--- config.mk ---
export PLATFORM = sky130hd
export DESIGN_NAME = match_controller
export DESIGN_NICKNAME = d
export VERILOG_FILES = /design/src/rtl/match_pkg.sv /design/src/rtl/seg7.sv /design/src/rtl/match_controller.sv
export SDC_FILE = /design/constraint.sdc
export NUM_CORES = 1
export LEC_CHECK = 0
export CORE_MARGIN = 3
export CORE_UTILIZATION = 45
export CTS_CLUSTER_SIZE = 14
export DETAILED_ROUTE_END_ITERATION = 8
export PLACE_DENSITY = 0.69
export SLEW_MARGIN = 30
export SYNTH_ARGS = -nofsm -noshare
export SYNTH_HDL_FRONTEND = slang
export SYNTH_SLANG_ARGS = --single-unit
--- constraint.sdc ---
create_clock -name clk -period 2.55 [get_ports clk]
set_input_delay 0.3825 -clock clk [delete_from_list [all_inputs] [get_ports clk]]
set_output_delay 0.3825 -clock clk [all_outputs]
set_load 0.03 [all_outputs]
--- src/rtl/match_pkg.sv ---
// Shared types and widths for the tug-of-war match controller.
// Imported by the controller and the score display decoder.
package match_pkg;

    localparam int SCORE_W = 3;
    localparam int PCNT_W  = 16;

    typedef enum logic [1:0] {
        IDLE  = 2'd0,
        PLAY  = 2'd1,
        PAUSE = 2'd2,
        OVER  = 2'd3
    } state_t;

endpackage

--- src/rtl/seg7.sv ---
// BCD digit to active-low seven-segment pattern, bit order {g,f,e,d,c,b,a}.
// Codes above 9 blank the display.
module seg7 (
    input  logic [3:0] bcd,
    output logic [6:0] seg
);

    // Pure lookup, no state.
    always_comb begin
        seg = 7'b1111111;
        unique case (bcd)
            4'd0:    seg = 7'b1000000;
            4'd1:    seg = 7'b1111001;
            4'd2:    seg = 7'b0100100;
            4'd3:    seg = 7'b0110000;
            4'd4:    seg = 7'b0011001;
            4'd5:    seg = 7'b0010010;
            4'd6:    seg = 7'b0000010;
            4'd7:    seg = 7'b1111000;
            4'd8:    seg = 7'b0000000;
            4'd9:    seg = 7'b0010000;
            default: seg = 7'b1111111;
        endcase
    end

endmodule

--- src/rtl/match_controller.sv ---
// Multi-round match sequencer: gates play, times the inter-round pause,
// keeps scores and declares the champion; drives both score displays.
module match_controller
    import match_pkg::*;
#(
    parameter int WIN_SCORE    = 7,
    parameter int PAUSE_CYCLES = 4
) (
    input  logic               clk,
    input  logic               reset,
    input  logic               start,
    input  logic               win_l,
    input  logic               win_r,
    output logic               play_en,
    output logic               round_rst,
    output logic [SCORE_W-1:0] score_l,
    output logic [SCORE_W-1:0] score_r,
    output logic               champ_l,
    output logic               champ_r,
    output logic [6:0]         hex_l,
    output logic [6:0]         hex_r
);

    localparam logic [SCORE_W-1:0] WIN_VAL  = SCORE_W'(WIN_SCORE);
    localparam logic [PCNT_W-1:0]  PAUSE_LD = PCNT_W'(PAUSE_CYCLES - 1);

    state_t              state, state_n;
    logic [PCNT_W-1:0]   pcnt, pcnt_n;
    logic [SCORE_W-1:0]  score_l_n, score_r_n;
    logic                champ_l_n, champ_r_n;
    logic                round_rst_n;
    logic                play_en_n;
    logic [SCORE_W-1:0]  inc_l, inc_r;

    assign inc_l = score_l + 1'b1;
    assign inc_r = score_r + 1'b1;

    // State, scores, pause counter and registered outputs.
    always_ff @(posedge clk) begin
        if (reset) begin
            state     <= IDLE;
            pcnt      <= '0;
            score_l   <= '0;
            score_r   <= '0;
            champ_l   <= 1'b0;
            champ_r   <= 1'b0;
            round_rst <= 1'b0;
            play_en   <= 1'b0;
        end else begin
            state     <= state_n;
            pcnt      <= pcnt_n;
            score_l   <= score_l_n;
            score_r   <= score_r_n;
            champ_l   <= champ_l_n;
            champ_r   <= champ_r_n;
            round_rst <= round_rst_n;
            play_en   <= play_en_n;
        end
    end

    // Next-state and next-output decision for the whole match.
    always_comb begin
        state_n     = state;
        pcnt_n      = pcnt;
        score_l_n   = score_l;
        score_r_n   = score_r;
        champ_l_n   = champ_l;
        champ_r_n   = champ_r;
        round_rst_n = 1'b0;
        unique case (state)
            IDLE: begin
                if (start) begin
                    state_n     = PLAY;
                    round_rst_n = 1'b1;
                end
            end
            PLAY: begin
                // Simultaneous wins are a tie and score nothing.
                if (win_l && !win_r) begin
                    score_l_n = inc_l;
                    if (inc_l == WIN_VAL) begin
                        state_n   = OVER;
                        champ_l_n = 1'b1;
                    end else begin
                        state_n = PAUSE;
                        pcnt_n  = PAUSE_LD;
                    end
                end else if (win_r && !win_l) begin
                    score_r_n = inc_r;
                    if (inc_r == WIN_VAL) begin
                        state_n   = OVER;
                        champ_r_n = 1'b1;
                    end else begin
                        state_n = PAUSE;
                        pcnt_n  = PAUSE_LD;
                    end
                end
            end
            PAUSE: begin
                if (pcnt == '0) begin
                    state_n     = PLAY;
                    round_rst_n = 1'b1;
                end else begin
                    pcnt_n = pcnt - 1'b1;
                end
            end
            OVER: begin
                if (start) begin
                    score_l_n   = '0;
                    score_r_n   = '0;
                    champ_l_n   = 1'b0;
                    champ_r_n   = 1'b0;
                    state_n     = PLAY;
                    round_rst_n = 1'b1;
                end
            end
            default: state_n = IDLE;
        endcase
        // Presses are blocked while the playfield is being recentred.
        play_en_n = (state_n == PLAY) && !round_rst_n;
    end

    seg7 u_seg_l (
        .bcd ({1'b0, score_l}),
        .seg (hex_l)
    );

    seg7 u_seg_r (
        .bcd ({1'b0, score_r}),
        .seg (hex_r)
    );

endmodule

==> flow_metrics.tcl <==
set metrics [dict create \
    hold_viol 0 \
    ant_nets 0 \
    initial_utilization_pct 48.1 \
    root_buffer "clkbuf_8" \
    drtIter0Drc 95 \
    h-tree-depth 2 \
    grt_max_degree 22 \
    finalInstanceArea_um2 2940 \
    viasPerCell 5.17 \
    area_growth_pct 24.2 \
    critPathLaunchType "input port" \
    seq_area_frac_synth_pct 35.6 \
    worst_pin_slew_ns 0.508 \
    place_ws_ns -0.195 \
    multi_input_area_um2 1360 \
    synth.cell_area_um2 2360 \
    fin_ws_ns 0.134 \
    finalCriticalPeriod_ns 2.42 \
    grt_usage_pct 16.6 \
    clkSinkCount 42 \
    slew-limit-headroom_pct 66.2 \
    arrival_ns 2.60 \
    fin_nets 338 \
    path_clk_slew_ns 0.08 \
    setup_viol 0 \
    io_buffers 28 \
    routedWlPerCell_um 12.4 \
    p_per_area_nw_per_um2 1050 \
    routed-via-count 1960 \
    cts_buffers 5 \
    synth_edf_count 0 \
    rows 25 \
    cts_hold_buf 0 \
    drive_above_1_share_pct 18.3 \
    diodes 0 \
    core_um2 4910 \
    utilization_pct 59.8 \
    end_kind "flip-flop" \
    p_leak_nw 1.23 \
    slew_violations 0 \
    dieArea_um2 6160 \
    fmax_mhz 414 \
    maxCapViolCount 0 \
    ctsResizeCount 0 \
    grt_overflow_total 0 \
    cp.required_ns 2.73 \
    avgSynthCellArea_um2 9.09 \
    die_width_um 78.5 \
    insertion_delay_ns 0.29 \
    final.setup_skew_ns 0.00319 \
    dp_cells 372 \
    finalCritPeriodShare_pct 94.8 \
    cts_buffer_depth 2 \
    dpl.hpwl_mm 3.52 \
    layout.cells.non_filler 379 \
    vdd_drop_max_mv 0.499 \
    antenna_found_initial 0 \
    holdCritPathClass "reg -> reg" \
    dpl_cell_area_um2 2850 \
    synth_nets 286 \
    yosysUniqueCellTypes 51 \
    final_common_cell "dfxtp_1" \
    place.gp.congestion 0.805 \
    ios 29 \
    cts_tree "built" \
    ys_ff_latch 42 \
    wl_mm 4.69 \
    syn_inst 260 \
    yosysWarnings 0 \
    async_flop_share_pct 0 \
    final-seq-area_um2 841 \
    final_cell_mix "42 x dfxtp_1, 29 x buf_4, 28 x clkdlybuf4s50_1" \
    post_cts_buffers 0 \
    dr.pass1.iters 4 \
    whs_ns 0.477 \
    synthFlopType "dfxtp_1" \
    status "finished, final reports clean" \
    crit_path_max_fanout 3 \
    drc 0 \
    grt_pass1_vias 2010 \
    die_h_um 78.5 \
    worst-setup-path-type "in -> reg" \
    fill_cells 442 \
    grt_pass1_wl_mm 8.47 \
]
[cells in the mapped netlist, types with 3 or more instances]
master	n	share of area, %
dfxtp_1	42	36
ha_1	21	11
inv_1	20	3.2
nand2_1	18	2.9
nor2_1	17	2.7
a21oi_1	14	3.0
mux2i_1	12	5.1
nor2b_1	11	2.9
nand2b_1	8	2.1
buf_2	6	1.3
nand3_1	6	1.3
nor3_1	6	1.3
nor4_1	6	1.6
o31ai_1	6	1.9
mux2_2	5	2.4
o21ai_0	5	1.1
or4_1	5	1.6
or3_1	4	1.1
a21boi_1	3	0.95
a31oi_1	3	0.79
o21a_1	3	0.95
[sequential cells by signal (all words and copies together) (netlist names)]
name / flops
score_l: 3
u_seg_l.seg: 7
champ_l: 1
pcnt: 16
champ_r: 1
state: 2
u_seg_r.seg: 7
play_en: 1
score_r: 3
round_rst: 1
[worst paths after layout]
kind | start | end | slack, ns | cells past startpoint
max | win_r | u_seg_r.seg[3]$_DFF_P_ | 0.13 | 10
min | pcnt[14]$_SDFFE_PP0P_ | pcnt[14]$_SDFFE_PP0P_ | 0.48 | 2
max reg2reg | state[0]$_SDFF_PP0_ | u_seg_r.seg[3]$_DFF_P_ | 0.25 | 8
min reg2reg | pcnt[14]$_SDFFE_PP0P_ | pcnt[14]$_SDFFE_PP0P_ | 0.48 | 2
[logic make-up after synthesis]
| group | share of synthesized area, % |
|---|---|
| compound gates | 13.8 |
| xor+xnor | 0.741 |
| fa+ha+maj | 11.1 |
| buf+inv | 7.04 |
| flops | 35.6 |
| mux | 7.46 |
| simple gates | 24.3 |
[per-stage QoR]
step / TNS [ns] / total power, mW
3_3_place_gp: -0.329 / 2.66
4_1_cts: 0 / 3.11
5_1_grt: -0.00256 / 3.35
2_1_floorplan: 0 / 2.18
6_report: 0 / 3.09
3_5_place_dp: -0.480 / 2.69
[metal layers]
layer,wire (um),global-route usage (%),share of wire [%]
met3,151,3.78,3.2
met2,2270,29.2,48
met1,2230,19.9,47
met5,0,0,0
met4,44,5.59,0.94
[cell type report]
cell class,count,area share (%)
Clock buffer,5,2.34
Clock inverter,2,0.341
Inverter,20,2.56
Multi-Input combinational cell,186,46.3
Sequential cell,42,28.6
Tap cell,67,2.85
Timing Repair Buffer,57,17.0
[worst max-delay path, stage by stage]
cell and delay (ns):
clkdlybuf4s50_1 0.47, inv_1 0.04, ha_1 0.18, nand2b_1 0.17, a21o_1 0.19, or3_1 0.35, a21oi_2 0.15, inv_1 0.10
ha_1 0.29, mux2_2 0.26
[power breakdown]
part | internal [mW] | switching, mW
combinational | 0.803 | 0.909
sequential | 0.842 | 0.131
clock | 0.184 | 0.218
No activity file was read; power rests on OpenSTA's default activity.
